==> src/rtl/mc_ctrl_fsm_pkg.sv <==
// -----------------------------------------------------------------------------
// mc_ctrl_fsm_pkg
// Shared types for the multi-cycle RV32I control FSM: opcode constants, the
// controller state and instruction-class enums, datapath select encodings and
// a helper that maps an instruction class onto its EXEC operand selects.
// -----------------------------------------------------------------------------
package mc_ctrl_fsm_pkg;

    // RV32I major opcodes (instr[6:0])
    localparam logic [6:0] OPC_OP     = 7'b0110011;
    localparam logic [6:0] OPC_OPIMM  = 7'b0010011;
    localparam logic [6:0] OPC_LOAD   = 7'b0000011;
    localparam logic [6:0] OPC_STORE  = 7'b0100011;
    localparam logic [6:0] OPC_BRANCH = 7'b1100011;
    localparam logic [6:0] OPC_LUI    = 7'b0110111;
    localparam logic [6:0] OPC_AUIPC  = 7'b0010111;
    localparam logic [6:0] OPC_JAL    = 7'b1101111;
    localparam logic [6:0] OPC_JALR   = 7'b1100111;

    typedef enum logic [2:0] {
        IDLE   = 3'd0,
        FETCH  = 3'd1,
        DECODE = 3'd2,
        EXEC   = 3'd3,
        MEM    = 3'd4,
        WB     = 3'd5,
        TRAP   = 3'd6
    } state_t;

    typedef enum logic [3:0] {
        CLS_OP     = 4'd0,
        CLS_OPIMM  = 4'd1,
        CLS_LOAD   = 4'd2,
        CLS_STORE  = 4'd3,
        CLS_BRANCH = 4'd4,
        CLS_LUI    = 4'd5,
        CLS_AUIPC  = 4'd6,
        CLS_JAL    = 4'd7,
        CLS_JALR   = 4'd8
    } class_t;

    typedef enum logic [1:0] {
        PC_PLUS4 = 2'd0,
        PC_IMM   = 2'd1,
        PC_ALU   = 2'd2
    } pc_sel_t;

    typedef enum logic [1:0] {
        ALU_ADD   = 2'd0,
        ALU_FUNCT = 2'd1,
        ALU_CMP   = 2'd2,
        ALU_PASSB = 2'd3
    } alu_op_t;

    typedef enum logic [1:0] {
        WB_ALU = 2'd0,
        WB_MEM = 2'd1,
        WB_PC4 = 2'd2
    } wb_sel_t;

    // Operand selects used from EXEC through the end of the instruction
    typedef struct packed {
        logic    alu_a_sel;
        logic    alu_b_sel;
        alu_op_t alu_op;
    } sel_t;

    // Map an instruction class to the ALU operand/operation selects
    function automatic sel_t exec_sel(input class_t cls);
        sel_t s;
        s.alu_a_sel = 1'b0;
        s.alu_b_sel = 1'b0;
        s.alu_op    = ALU_ADD;
        case (cls)
            CLS_OP: begin
                s.alu_op    = ALU_FUNCT;
            end
            CLS_OPIMM: begin
                s.alu_b_sel = 1'b1;
                s.alu_op    = ALU_FUNCT;
            end
            CLS_LOAD, CLS_STORE, CLS_JALR: begin
                s.alu_b_sel = 1'b1;
                s.alu_op    = ALU_ADD;
            end
            CLS_AUIPC: begin
                s.alu_a_sel = 1'b1;
                s.alu_b_sel = 1'b1;
                s.alu_op    = ALU_ADD;
            end
            CLS_LUI: begin
                s.alu_b_sel = 1'b1;
                s.alu_op    = ALU_PASSB;
            end
            CLS_BRANCH: begin
                s.alu_op    = ALU_CMP;
            end
            default: begin
                // JAL does not use the ALU: leave everything at zero
                s.alu_op    = ALU_ADD;
            end
        endcase
        return s;
    endfunction

endpackage

==> src/rtl/mc_ctrl_fsm_if.sv <==
// -----------------------------------------------------------------------------
// mc_ctrl_fsm_if
// Instruction/data memory handshake bundle between the control FSM and the
// memory side.
//   imem_req  : instruction fetch request          (controller -> memory)
//   imem_ack  : instruction accepted/returned      (memory -> controller)
//   dmem_req  : data access request                (controller -> memory)
//   dmem_we   : 1 = store, 0 = load, with dmem_req (controller -> memory)
//   dmem_ack  : data access done                   (memory -> controller)
// -----------------------------------------------------------------------------
interface mc_ctrl_fsm_if;
    logic imem_req;
    logic imem_ack;
    logic dmem_req;
    logic dmem_we;
    logic dmem_ack;

    modport master (
        output imem_req,
        input  imem_ack,
        output dmem_req,
        output dmem_we,
        input  dmem_ack
    );

    modport slave (
        input  imem_req,
        output imem_ack,
        input  dmem_req,
        input  dmem_we,
        output dmem_ack
    );
endinterface

==> src/rtl/mc_ctrl_fsm_decode.sv <==
// -----------------------------------------------------------------------------
// mc_ctrl_fsm_decode
// Combinational opcode classifier.
//   opcode  in  7  instr[6:0]
//   cls     out    instruction class (CLS_OP when the opcode is illegal)
//   illegal out 1  opcode is not one of the nine RV32I base classes handled
// -----------------------------------------------------------------------------
module mc_ctrl_fsm_decode
    import mc_ctrl_fsm_pkg::*;
(
    input  logic [6:0] opcode,
    output class_t     cls,
    output logic       illegal
);

    // Opcode to class lookup
    always_comb begin
        cls     = CLS_OP;
        illegal = 1'b0;
        case (opcode)
            OPC_OP:     cls = CLS_OP;
            OPC_OPIMM:  cls = CLS_OPIMM;
            OPC_LOAD:   cls = CLS_LOAD;
            OPC_STORE:  cls = CLS_STORE;
            OPC_BRANCH: cls = CLS_BRANCH;
            OPC_LUI:    cls = CLS_LUI;
            OPC_AUIPC:  cls = CLS_AUIPC;
            OPC_JAL:    cls = CLS_JAL;
            OPC_JALR:   cls = CLS_JALR;
            default: begin
                cls     = CLS_OP;
                illegal = 1'b1;
            end
        endcase
    end

endmodule

==> src/rtl/mc_ctrl_fsm.sv <==
// -----------------------------------------------------------------------------
// mc_ctrl_fsm
// Multi-cycle control FSM for the RV32I core. Sequences
// IDLE -> FETCH -> DECODE -> EXEC -> [MEM] -> [WB] -> FETCH, drives the datapath
// mux selects and enables, runs the imem/dmem req/ack handshakes and traps on an
// illegal opcode or a handshake timeout.
// Parameters:
//   TIMEOUT    cycles a request may wait for its ack (0 = wait forever)
//   INSTRET_W  width of the retired-instruction counter
// Ports:
//   clk, rst        clock, asynchronous active-high reset
//   opcode          instr[6:0] from the IR, stable from DECODE onward
//   br_taken        branch compare result, valid in EXEC
//   bus             memory handshake bundle (master side)
//   ir_we           IR load pulse (the cycle after the fetch ack)
//   pc_we, pc_sel   PC update enable / next-PC source
//   alu_a_sel, alu_b_sel, alu_op   ALU operand and operation selects
//   rf_we, wb_sel   register-file write enable / writeback source
//   illegal, bus_err  sticky trap causes
//   instret         retired instruction count (one per pc_we cycle)
// -----------------------------------------------------------------------------
module mc_ctrl_fsm
    import mc_ctrl_fsm_pkg::*;
#(
    parameter int TIMEOUT   = 16,
    parameter int INSTRET_W = 32
) (
    input  logic                 clk,
    input  logic                 rst,
    input  logic [6:0]           opcode,
    input  logic                 br_taken,
    mc_ctrl_fsm_if.master        bus,
    output logic                 ir_we,
    output logic                 pc_we,
    output logic [1:0]           pc_sel,
    output logic                 alu_a_sel,
    output logic                 alu_b_sel,
    output logic [1:0]           alu_op,
    output logic                 rf_we,
    output logic [1:0]           wb_sel,
    output logic                 illegal,
    output logic                 bus_err,
    output logic [INSTRET_W-1:0] instret
);

    // The counter only ever needs to hold TIMEOUT-1
    localparam int                 CNT_W     = (TIMEOUT > 2) ? $clog2(TIMEOUT) : 1;
    localparam int                 TO_LAST   = (TIMEOUT > 0) ? (TIMEOUT - 1) : 0;
    localparam logic [CNT_W-1:0]   TO_LAST_C = CNT_W'(TO_LAST);

    state_t                 state_r;
    class_t                 cls_r;
    logic [CNT_W-1:0]       to_cnt_r;
    logic [INSTRET_W-1:0]   instret_r;

    logic                   imem_req_r;
    logic                   dmem_req_r;
    logic                   dmem_we_r;
    logic                   ir_we_r;
    logic                   pc_we_r;
    logic [1:0]             pc_sel_r;
    logic                   alu_a_sel_r;
    logic                   alu_b_sel_r;
    logic [1:0]             alu_op_r;
    logic                   rf_we_r;
    logic [1:0]             wb_sel_r;
    logic                   illegal_r;
    logic                   bus_err_r;

    class_t                 dec_cls_s;
    logic                   dec_illegal_s;
    logic                   imem_ack_s;
    logic                   dmem_ack_s;
    logic                   to_hit_s;
    logic                   store_ack_s;
    logic                   br_exec_s;
    logic                   pc_we_s;

    state_t                 nxt_state_s;
    class_t                 nxt_cls_s;
    logic                   set_illegal_s;
    logic                   set_bus_err_s;
    sel_t                   nxt_sel_s;

    logic                   n_imem_req_s;
    logic                   n_dmem_req_s;
    logic                   n_dmem_we_s;
    logic                   n_ir_we_s;
    logic                   n_pc_we_s;
    logic [1:0]             n_pc_sel_s;
    logic                   n_alu_a_sel_s;
    logic                   n_alu_b_sel_s;
    logic [1:0]             n_alu_op_s;
    logic                   n_rf_we_s;
    logic [1:0]             n_wb_sel_s;

    mc_ctrl_fsm_decode u_decode (
        .opcode  (opcode),
        .cls     (dec_cls_s),
        .illegal (dec_illegal_s)
    );

    // An ack only counts while our own request is up
    assign imem_ack_s  = bus.imem_ack & imem_req_r;
    assign dmem_ack_s  = bus.dmem_ack & dmem_req_r;
    assign to_hit_s    = (TIMEOUT != 0) && (to_cnt_r == TO_LAST_C);

    // Two strobes have to react inside the current cycle: a store retires
    // (pc_we) on its ack cycle, and a branch picks its target from br_taken,
    // which only becomes valid in EXEC. Everything else is registered.
    assign store_ack_s = (state_r == MEM) && (cls_r == CLS_STORE) && dmem_ack_s;
    assign br_exec_s   = (state_r == EXEC) && (cls_r == CLS_BRANCH);
    assign pc_we_s     = pc_we_r | store_ack_s;

    // Next-state and trap-cause decode
    always_comb begin
        nxt_state_s   = state_r;
        nxt_cls_s     = cls_r;
        set_illegal_s = 1'b0;
        set_bus_err_s = 1'b0;
        case (state_r)
            IDLE: begin
                nxt_state_s = FETCH;
            end
            FETCH: begin
                // ack on the last allowed cycle still wins over the timeout
                if (imem_ack_s) begin
                    nxt_state_s = DECODE;
                end else if (to_hit_s) begin
                    nxt_state_s   = TRAP;
                    set_bus_err_s = 1'b1;
                end else begin
                    nxt_state_s = FETCH;
                end
            end
            DECODE: begin
                nxt_cls_s = dec_cls_s;
                if (dec_illegal_s) begin
                    nxt_state_s   = TRAP;
                    set_illegal_s = 1'b1;
                end else begin
                    nxt_state_s = EXEC;
                end
            end
            EXEC: begin
                case (cls_r)
                    CLS_BRANCH:          nxt_state_s = FETCH;
                    CLS_LOAD, CLS_STORE: nxt_state_s = MEM;
                    default:             nxt_state_s = WB;
                endcase
            end
            MEM: begin
                if (dmem_ack_s) begin
                    if (cls_r == CLS_STORE) begin
                        nxt_state_s = FETCH;
                    end else begin
                        nxt_state_s = WB;
                    end
                end else if (to_hit_s) begin
                    nxt_state_s   = TRAP;
                    set_bus_err_s = 1'b1;
                end else begin
                    nxt_state_s = MEM;
                end
            end
            WB: begin
                nxt_state_s = FETCH;
            end
            TRAP: begin
                nxt_state_s = TRAP;
            end
            default: begin
                nxt_state_s = TRAP;
            end
        endcase
    end

    assign nxt_sel_s = exec_sel(nxt_cls_s);

    // Output values for the state being entered; registered below
    always_comb begin
        n_imem_req_s  = 1'b0;
        n_dmem_req_s  = 1'b0;
        n_dmem_we_s   = 1'b0;
        n_ir_we_s     = 1'b0;
        n_pc_we_s     = 1'b0;
        n_pc_sel_s    = PC_PLUS4;
        n_alu_a_sel_s = 1'b0;
        n_alu_b_sel_s = 1'b0;
        n_alu_op_s    = ALU_ADD;
        n_rf_we_s     = 1'b0;
        n_wb_sel_s    = WB_ALU;
        case (nxt_state_s)
            FETCH: begin
                n_imem_req_s = 1'b1;
            end
            DECODE: begin
                n_ir_we_s = 1'b1;
            end
            EXEC: begin
                n_alu_a_sel_s = nxt_sel_s.alu_a_sel;
                n_alu_b_sel_s = nxt_sel_s.alu_b_sel;
                n_alu_op_s    = nxt_sel_s.alu_op;
                // branch target choice is muxed in from br_taken during EXEC
                if (nxt_cls_s == CLS_BRANCH) begin
                    n_pc_we_s = 1'b1;
                end else begin
                    n_pc_we_s = 1'b0;
                end
            end
            MEM: begin
                n_alu_a_sel_s = nxt_sel_s.alu_a_sel;
                n_alu_b_sel_s = nxt_sel_s.alu_b_sel;
                n_alu_op_s    = nxt_sel_s.alu_op;
                n_dmem_req_s  = 1'b1;
                n_dmem_we_s   = (nxt_cls_s == CLS_STORE);
            end
            WB: begin
                n_alu_a_sel_s = nxt_sel_s.alu_a_sel;
                n_alu_b_sel_s = nxt_sel_s.alu_b_sel;
                n_alu_op_s    = nxt_sel_s.alu_op;
                n_rf_we_s     = 1'b1;
                n_pc_we_s     = 1'b1;
                case (nxt_cls_s)
                    CLS_LOAD:          n_wb_sel_s = WB_MEM;
                    CLS_JAL, CLS_JALR: n_wb_sel_s = WB_PC4;
                    default:           n_wb_sel_s = WB_ALU;
                endcase
                case (nxt_cls_s)
                    CLS_JAL:  n_pc_sel_s = PC_IMM;
                    CLS_JALR: n_pc_sel_s = PC_ALU;
                    default:  n_pc_sel_s = PC_PLUS4;
                endcase
            end
            default: begin
                // IDLE and TRAP: every strobe stays low
                n_imem_req_s = 1'b0;
            end
        endcase
    end

    // State, class, timeout counter, retirement counter and output registers
    always_ff @(posedge clk or posedge rst) begin
        if (rst) begin
            state_r     <= IDLE;
            cls_r       <= CLS_OP;
            to_cnt_r    <= {CNT_W{1'b0}};
            instret_r   <= {INSTRET_W{1'b0}};
            imem_req_r  <= 1'b0;
            dmem_req_r  <= 1'b0;
            dmem_we_r   <= 1'b0;
            ir_we_r     <= 1'b0;
            pc_we_r     <= 1'b0;
            pc_sel_r    <= 2'd0;
            alu_a_sel_r <= 1'b0;
            alu_b_sel_r <= 1'b0;
            alu_op_r    <= 2'd0;
            rf_we_r     <= 1'b0;
            wb_sel_r    <= 2'd0;
            illegal_r   <= 1'b0;
            bus_err_r   <= 1'b0;
        end else begin
            state_r     <= nxt_state_s;
            cls_r       <= nxt_cls_s;
            imem_req_r  <= n_imem_req_s;
            dmem_req_r  <= n_dmem_req_s;
            dmem_we_r   <= n_dmem_we_s;
            ir_we_r     <= n_ir_we_s;
            pc_we_r     <= n_pc_we_s;
            pc_sel_r    <= n_pc_sel_s;
            alu_a_sel_r <= n_alu_a_sel_s;
            alu_b_sel_r <= n_alu_b_sel_s;
            alu_op_r    <= n_alu_op_s;
            rf_we_r     <= n_rf_we_s;
            wb_sel_r    <= n_wb_sel_s;
            illegal_r   <= illegal_r | set_illegal_s;
            bus_err_r   <= bus_err_r | set_bus_err_s;

            // restart the wait count whenever a new request phase begins
            if ((nxt_state_s != state_r) &&
                ((nxt_state_s == FETCH) || (nxt_state_s == MEM))) begin
                to_cnt_r <= {CNT_W{1'b0}};
            end else if ((state_r == FETCH) || (state_r == MEM)) begin
                to_cnt_r <= to_cnt_r + CNT_W'(1'b1);
            end else begin
                to_cnt_r <= to_cnt_r;
            end

            if (pc_we_s) begin
                instret_r <= instret_r + INSTRET_W'(1'b1);
            end else begin
                instret_r <= instret_r;
            end
        end
    end

    assign bus.imem_req = imem_req_r;
    assign bus.dmem_req = dmem_req_r;
    assign bus.dmem_we  = dmem_we_r;
    assign ir_we        = ir_we_r;
    assign pc_we        = pc_we_s;
    assign pc_sel       = br_exec_s ? {1'b0, br_taken} : pc_sel_r;
    assign alu_a_sel    = alu_a_sel_r;
    assign alu_b_sel    = alu_b_sel_r;
    assign alu_op       = alu_op_r;
    assign rf_we        = rf_we_r;
    assign wb_sel       = wb_sel_r;
    assign illegal      = illegal_r;
    assign bus_err      = bus_err_r;
    assign instret      = instret_r;

endmodule

==> src/flat_wrapper.sv <==
// flat-port wrapper written by rule: the top's interface ports become plain ports
module mc_ctrl_fsm_flat import mc_ctrl_fsm_pkg::*;
#(
    parameter int TIMEOUT   = 16,
    parameter int INSTRET_W = 32
)
  (clk, rst, opcode, br_taken, ir_we, pc_we, pc_sel, alu_a_sel, alu_b_sel, alu_op, rf_we, wb_sel, illegal, bus_err, instret, bus_imem_req, bus_imem_ack, bus_dmem_req, bus_dmem_we, bus_dmem_ack);
  mc_ctrl_fsm_if bus_i ();
  input  logic clk;
  input  logic rst;
  input  logic [6:0] opcode;
  input  logic br_taken;
  output logic ir_we;
  output logic pc_we;
  output logic [1:0] pc_sel;
  output logic alu_a_sel;
  output logic alu_b_sel;
  output logic [1:0] alu_op;
  output logic rf_we;
  output logic [1:0] wb_sel;
  output logic illegal;
  output logic bus_err;
  output logic [INSTRET_W-1:0] instret;
  output wire logic [$bits(bus_i.imem_req)-1:0] bus_imem_req;
  input wire logic [$bits(bus_i.imem_ack)-1:0] bus_imem_ack;
  output wire logic [$bits(bus_i.dmem_req)-1:0] bus_dmem_req;
  output wire logic [$bits(bus_i.dmem_we)-1:0] bus_dmem_we;
  input wire logic [$bits(bus_i.dmem_ack)-1:0] bus_dmem_ack;
  assign bus_imem_req = bus_i.imem_req;
  assign bus_i.imem_ack = bus_imem_ack;
  assign bus_dmem_req = bus_i.dmem_req;
  assign bus_dmem_we = bus_i.dmem_we;
  assign bus_i.dmem_ack = bus_dmem_ack;
  mc_ctrl_fsm #(.TIMEOUT(TIMEOUT), .INSTRET_W(INSTRET_W)) u_core (.clk(clk), .rst(rst), .opcode(opcode), .br_taken(br_taken), .bus(bus_i), .ir_we(ir_we), .pc_we(pc_we), .pc_sel(pc_sel), .alu_a_sel(alu_a_sel), .alu_b_sel(alu_b_sel), .alu_op(alu_op), .rf_we(rf_we), .wb_sel(wb_sel), .illegal(illegal), .bus_err(bus_err), .instret(instret));
endmodule
==> config.mk <==
export PLATFORM = sky130hd
export DESIGN_NAME = mc_ctrl_fsm_flat
export DESIGN_NICKNAME = d
export VERILOG_FILES = /design/src/rtl/mc_ctrl_fsm_pkg.sv /design/src/rtl/mc_ctrl_fsm_if.sv /design/src/rtl/mc_ctrl_fsm_decode.sv /design/src/rtl/mc_ctrl_fsm.sv /design/src/flat_wrapper.sv
export SDC_FILE = /design/constraint.sdc
export NUM_CORES = 1
export LEC_CHECK = 0
export BUFFER_PORTS_ARGS = -buffer_cell sky130_fd_sc_hd__buf_4
export CAP_MARGIN = 20
export CORE_MARGIN = 4
export CORE_UTILIZATION = 55
export CTS_CLUSTER_DIAMETER = 120
export CTS_CLUSTER_SIZE = 8
export DETAILED_ROUTE_END_ITERATION = 12
export HOLD_SLACK_MARGIN = 0.06
export PLACE_DENSITY = 0.88
export SETUP_SLACK_MARGIN = 0.05
export SKIP_LAST_GASP = 1
export SYNTH_ARGS = -nofsm -noshare
export SYNTH_HDL_FRONTEND = slang
export SYNTH_SLANG_ARGS = --single-unit
==> constraint.sdc <==
create_clock -name clk -period 2.25 [get_ports clk]
set_input_delay 0 -clock clk [delete_from_list [all_inputs] [get_ports clk]]
set_output_delay 0 -clock clk [all_outputs]
set_load 0.02 [all_outputs]
==> impl_results.md, run 1 <==
* Commonest cells post-synth: 59 x dfrtp_1, 30 x xnor2_1, 27 x nand2_1
* Synth Register Bits at 59
* DRT Wirelength at 6620 um
* Setup_tns at 0 ns
* Number of buffers added on ports at about 60
* XOR/XNOR share of the synthesized area at between 10% and 20%
* Area grow syn2layout at 25.5%
* Io pins at 60
* CP Max Fanout at 9
* Syn Inst Count at ~280
* Antenna-violating nets left at 0
* Fin crit share at between 90% and 100%
* LEAKAGE at 0.00176 uW
* Clock edge transition at the registers on the reported setup and hold paths at around 0.060 ns
* Routed WL per cell at approximately 16 um
* Max-Cap Viols at 0
* Pwr dens at just under 600 nW/um^2
* Min Clock Period, post-route at 2.06 ns
* Top-area cell type share of the netlist area at between 40% and 50%
* # resized after CTS at 0
* Setup Viol. Count Final at 0
* Die H at about 81 um
* Status: completed
* DR iter-0 viols at 85
* Count of different cell masters after synthesis at 58
* Multi-input gate area at 1380 um^2
* Hpwl dp at between 4000 and 5000 um
* RD Place Congestion at around 0.8
* Warnings from Yosys at 0
* Vias/cell at approximately 5.6
* Die footprint at ~6600 um^2
* Fmax at 486 MHz
* CP Data Required Time at around 2.5 ns
* RSZ-0062 raised after global routing: no
* Crit start category: flop
* PnR Total Power at between 2000 and 2500 uW
* Top post-synthesis cells by area: dfrtp_1 50%, xnor2_1 8.9%, nand2_1 3.4%, nor2_1 2.4%, nand3_1 2.2%
* Fill cell count at 365
* Die width at 81.3 um
* CTS Buffer Depth at 2
* Hold slack at between 0.1 and 0.15 ns
* WP data arrival at between 2 and 2.5 ns
* Rel. slew slack at 65.6%
* DR pass1 iterations at 4
* Vias in the first global route at between 2000 and 2500
* Syn Nets at 293
* Async S/R FF share, synth at 100%
* Clk Latency, worst-skew pair at ~0.34 ns
* First-pass GRT wire length at 10700 um
* Post-CTS Setup Bufs at 0
* Final slew viol count at 0
* Largest net degree at the start of global routing at 25
* CTS Hold Buffers Added at 1
* Starting density of the core at between 50% and 60%
* Syn_area_per_cell at 10.6 um^2
* Row cnt at 26
* Peak VDD IR at 393 uV
* Drt drc at 0
* CTS tree: done
* Synth area leader: dfrtp_1
* # clock sinks at 59
* CTS Buf Count at 9
* Multiplexer area fraction after synthesis at about 1.1%
* Fin. Hold Viols at 0
* Initial antenna violation count at 0
* Post-synthesis cell area at between 2000 and 3000 um^2
* Post-layout nets at 362
* HP Class: input port to flop
* Simple-gate share of the synthesized area at around 25%
* Main combinational cell family by area after synthesis: simple AND/OR/NAND/NOR gates
* Ys flop type: dfrtp_1
* Final Skew at ~0.0083 ns
* Post-synth EDFFs at 0
* Post-synthesis sequential area ratio at about half
* Adder-Cell Fraction of Synth Area at less than 1%
* Core area at a little over 5000 um^2
* Post-synthesis compound-gate area fraction at under 10%
* Worst-Margin Slew at roughly 0.5 ns
* Total gr overflow at 0
* Register area at 1480 um^2
* CTS H-Tree Depth at 3
* Vias at 2369
* WS Path Type: flop to flop
* Number of diodes at 0
* Layout cell share with drive strength beyond 1 at about 29%
* Tot GR Track Use at 21.4%
* Element type at the critical path end: flop
* Clock root buffer: clkbuf_8
* Most frequent cell after synthesis: dfrtp_1
==> logic make-up after synthesis <==
logic type	count (synthesis)
AND/OR/NAND/NOR	124
multiplexers	3
AO/OA/AOI/OAI	34
buffers and inverters	20
XOR/XNOR	37
adder cells (fa/ha/maj)	2
flip-flops	59
==> layout make-up <==
type                       instances  share of cell area (%)
timing repair buffer              69                    14.0
clock buffer                      11                    3.54
multi-input combinational        200                    37.2
clock inverter                     5                    2.09
inverter                           9                    1.04
sequential                        59                    39.8
tap                               70                    2.36
==> placed cells by master, fill, tap and decap left out, drive strengths merged, types with 8 or more instances in the layout <==
master / instances
nand4: 12
inv: 8
clkbuf: 11
nand2: 27
xnor2: 30
buf: 68
nor2: 19
nand3: 14
o21ai: 10
dfrtp: 59
==> through the flow <==
step                      instance area [um^2]  cells  setup WS (ns)  utilization [%]
final                                     3710    423          0.194             71.8
after global routing                      3710    423         0.0603             71.8
after CTS                                 3710    423          0.209             71.8
after detailed placement                  3490    406          0.246             67.5
after global placement                    3490    406          0.286             67.5
after floorplan                           2960    279          0.220                -
==> worst paths after layout <==
path	startpoint	to	slack, ns	depth (start not counted)
setup / recovery	u_core.state_r[2]	u_core.to_cnt_r[2]	0.19	7
hold / removal	bus_imem_ack	u_core.bus_err	0.14	5
setup reg to reg	u_core.state_r[2]	u_core.to_cnt_r[2]	0.19	7
hold reg to reg	u_core.bus_err	u_core.bus_err	0.46	1
max in group asynchronous	rst	u_core.rf_we	1.30	4
min in group asynchronous	rst	u_core.instret[17]	0.26	3
==> where the power goes <==
| part | switching, uW | internal (uW) | leakage [uW] | total (uW) |
|---|---|---|---|---|
| registers | 1.19 | 1060 | 0.000788 | 1060 |
| logic | 44.7 | 29.6 | 0.000870 | 74.3 |
| clock network | 400 | 620 | 0.000103 | 1020 |
| total | 446 | 1710 | 0.00176 | 2160 |
==> registers in the layout, summed over array words and instances, names as in the netlist <==
register             count
u_core.instret          32
u_core.cls_r             4
u_core.to_cnt_r          4
u_core.state_r           3
u_core.alu_op            2
u_core.pc_sel_r          2
u_core.wb_sel            2
u_core.alu_a_sel         1
u_core.alu_b_sel         1
u_core.bus.dmem_req      1
u_core.bus.dmem_we       1
u_core.bus.imem_req      1
u_core.bus_err           1
u_core.illegal           1
u_core.ir_we             1
u_core.pc_we_r           1
u_core.rf_we             1
==> critical path, stage by stage, from the launching register on <==
cell      delay [ns]
dfrtp_1         0.41
buf_4           0.18
or3b_2          0.46
a21o_1          0.18
o211ai_1        0.10
nand2_1         0.20
o22ai_1         0.32
nor2_1          0.09
==> layer usage <==
layer | global-route usage, % | vias to the layer above | routed length, um
met5 | 0 | - | 0
met4 | 9.46 | 0 | 131
met3 | 3.99 | 14 | 310
met2 | 35.7 | 67 | 3370
met1 | 26.9 | 1167 | 2810
li1 | - | 1121 | -
No activity file was read; power rests on OpenSTA's default activity.
==> inputs of run 2 (changes only) <==
--- a/config.mk
+++ b/config.mk
@@ -16,5 +16,4 @@
 export PLACE_DENSITY = 0.88
 export SETUP_SLACK_MARGIN = 0.05
-export SKIP_LAST_GASP = 1
 export SYNTH_ARGS = -nofsm -noshare
 export SYNTH_HDL_FRONTEND = slang
==> constraint.sdc (replaced) <==
create_clock -name clk -period 2.25 [get_ports clk]
set_input_delay 0 -clock clk [delete_from_list [all_inputs] [get_ports clk]]
set_output_delay 0 -clock clk [all_outputs]
set_load 0.05 [all_outputs]
==> impl_results.md, run 2 (synthesized netlist as in run 1, its figures left out) <==
* Status: completed
* Element type at the critical path end: output port
* Switch Pwr at 498 uW (+12%)
* Rel. slew slack at 50.6% (-15 points)
* Crit start category: flop
* Core Util, Final at 71.6% (-0.12 points)
* Tot GR Track Use at 21.7% (+0.33 points)
* Layout cell share with drive strength beyond 1 at 29.7% (+0.85 points)
* Min Clock Period, post-route at 2.07 ns (+0.00952 ns)
* Pint at 1610 uW (-6.0%)
* Gr busiest metal: met2
* Max-Cap Viols at 0 (unchanged)
* Row cnt at 26 (unchanged)
* Area grow syn2layout at 25.3%
* DR iter-0 viols at 108 (+27%)
* DR pass1 iterations at 4 (unchanged)
* Clock edge transition at the registers on the reported setup and hold paths at 0.07 ns (about the same)
* Hpwl dp at 4750 um (-2.1%)
* Comb power frac at 3.6% (+0.2 points)
* Number of buffers added on ports at 59 (unchanged)
* Drt drc at 0 (unchanged)
* Clock root buffer: clkbuf_8
* Fin crit share at 91.8% (+0.42 points)
* Post-layout nets at 362 (unchanged)
* Clk Latency, worst-skew pair at 0.34 ns (about the same)
* # clock sinks at 59 (unchanged)
* LEAKAGE at 0.00176 uW (-0.30%)
* Final Skew at 0.00887 ns (+0.000538 ns)
* RD Place Congestion at 0.842 (+3.0%)
* CTS tree: done
* Seq pwr share at 50.4% (+1.1 points)
* Post-CTS Setup Bufs at 0 (unchanged)
* Initial antenna violation count at 0 (unchanged)
* Die H at 81.3 um (unchanged)
* CTS Buf Count at 9 (unchanged)
* Most frequent cells in the layout: 68 x buf_4, 58 x dfrtp_1, 30 x xnor2_1, 27 x nand2_1, 19 x nor2_1
* Worst-path cell chain: nor4b_1 -> and4b_1 -> mux2_2 -> buf_4
* Sw Ratio at 23.6% (+3.0 points)
* Setup_tns at 0 ns (unchanged)
* Vias/cell at 5.46 (-2.4%)
* Max reg flops at 32 (unchanged)
* Top delay family on crit path: simple AND/OR/NAND/NOR gates
* Worst Path Buf+Inv at 1 (unchanged)
* Routed WL per cell at 15.4 um (-1.3%)
* Worst-Margin Slew at 0.740 ns (+0.225 ns)
* Starting density of the core at 57.2% (unchanged)
* CP Max Fanout at 6 (-3)
* Vias in the first global route at 2254 (-2.3%)
* GRT met2 Usage at 35.6% (-0.081 points)
* CP max stage cell: dfrtp_1
* Final Instance Count excl. Fillers at 423 (unchanged)
* CTS H-Tree Depth at 3 (unchanged)
* Setup Viol. Count Final at 0 (unchanged)
* Final slew viol count at 0 (unchanged)
* Core area at 5170 um^2 (unchanged)
* RSZ-0062 raised after global routing: no
* CP Data Required Time at 2.25 ns (-0.21 ns)
* M1 GR Usage at 26.3% (-0.60 points)
* Total gr overflow at 0 (unchanged)
* WP data arrival at 2.07 ns (-0.19 ns)
* GRT met3 Usage at 4.99% (+1.0 points)
* Antenna-violating nets left at 0 (unchanged)
* Fin. Hold Viols at 0 (unchanged)
* WS Path Type: flop to output port
* Number of diodes at 0 (unchanged)
* Peak VDD IR at 429 uV (+9.1%)
* DRT Wirelength at 6530 um (-1.3%)
* CTS Buffer Depth at 2 (unchanged)
* HP Class: input port to flop
* Pwr dens at 569 nW/um^2 (-2.2%)
* Commonest non-fill, non-tap cell in the layout: buf_4
* Io pins at 60 (unchanged)
* Placed instance count at 406 (unchanged)
* PnR Total Power at 2110 uW (-2.4%)
* Fmax at 484 MHz (-0.46%)
* Crit-path max cell delay at 0.46 ns (about the same)
* First-pass GRT wire length at 10700 um (-0.25%)
* Die width at 81.3 um (unchanged)
* Vias at 2311 (-2.4%)
* Clock Power Share at 46.0% (-1.3 points)
* Largest net degree at the start of global routing at 36 (+44%)
* Die footprint at 6620 um^2 (unchanged)
[run 2: cell types whose count changed in the layout (fill, tap and decap cells not counted)]
cell	previous run	this run
dfrtp_1	59	58
inv_6	0	1
bufinv_16	2	1
dfrtp_2	0	1
clkbuf_1	2	0
clkinv_2	2	1
clkinv_4	1	4
[run 2: power by group through the flow]
stage / Combinational, uW / Clock, uW / Sequential (uW)
3_3_place_gp: 73.7 / 0 / 1080
3_5_place_dp: 75.6 / 0 / 1080
6_report: 75.9 / 968 / 1060
5_1_grt: 85.3 / 1030 / 1060
4_1_cts: 77.2 / 977 / 1060
2_1_floorplan: 42.9 / 0 / 1090
[run 2: repair_timing]
item,CTS,global route
setup endpoints to repair,0,0
resized for setup,0,0
hold buffers,1,0
endpoints found under the hold margin,33,0
[run 2: layout make-up]
| cell class | instances | area, um^2 |
|---|---|---|
| fillers | 361 | 1470 |
| multi-input cells | 200 | 1380 |
| repair buffers | 69 | 520 |
| inverters | 9 | 38.8 |
| clock buffers | 9 | 124 |
| well taps | 70 | 87.6 |
| clock inverters | 7 | 77.6 |
| flip-flops and latches | 59 | 1480 |
[run 2: worst register-to-register path: cells and delay by family (launching register included)]
kind | cells | cell delay [ns]
AOI/OAI and AO/OA | 3 | 0.69
and+or+nand+nor | 3 | 0.76
DFF | 1 | 0.46
[run 2: path summary, 6_finish.rpt]
kind | from | to | slack, ns | depth (start not counted)
max | u_core.cls_r[3] | pc_sel[0] | 0.18 | 4
min reg2reg | u_core.bus_err | u_core.bus_err | 0.46 | 1
max reg2reg | u_core.cls_r[3] | u_core.alu_op[0] | 0.22 | 6
max in group asynchronous | rst | u_core.pc_we_r | 1.24 | 4
min | bus_imem_ack | u_core.bus_err | 0.11 | 5
min in group asynchronous | rst | u_core.ir_we | 0.35 | 3
[run 2: layer usage]
layer  up-vias  part of all wire [%]
met5         -                     0
met4         0                   2.0
met3         9                   5.4
met2        67                    51
met1      1120                    41
li1       1115                     -
[run 2: stage by stage]
step / hold slack (ns) / instance area (um^2) / setup WS, ns
floorplan: 0.298 / 2960 / 0.101
global placement: 0.159 / 3490 / 0.302
detailed placement: 0.164 / 3490 / 0.248
CTS: 0.102 / 3710 / 0.178
global route: 0.125 / 3710 / 0.0695
finish: 0.110 / 3710 / 0.185
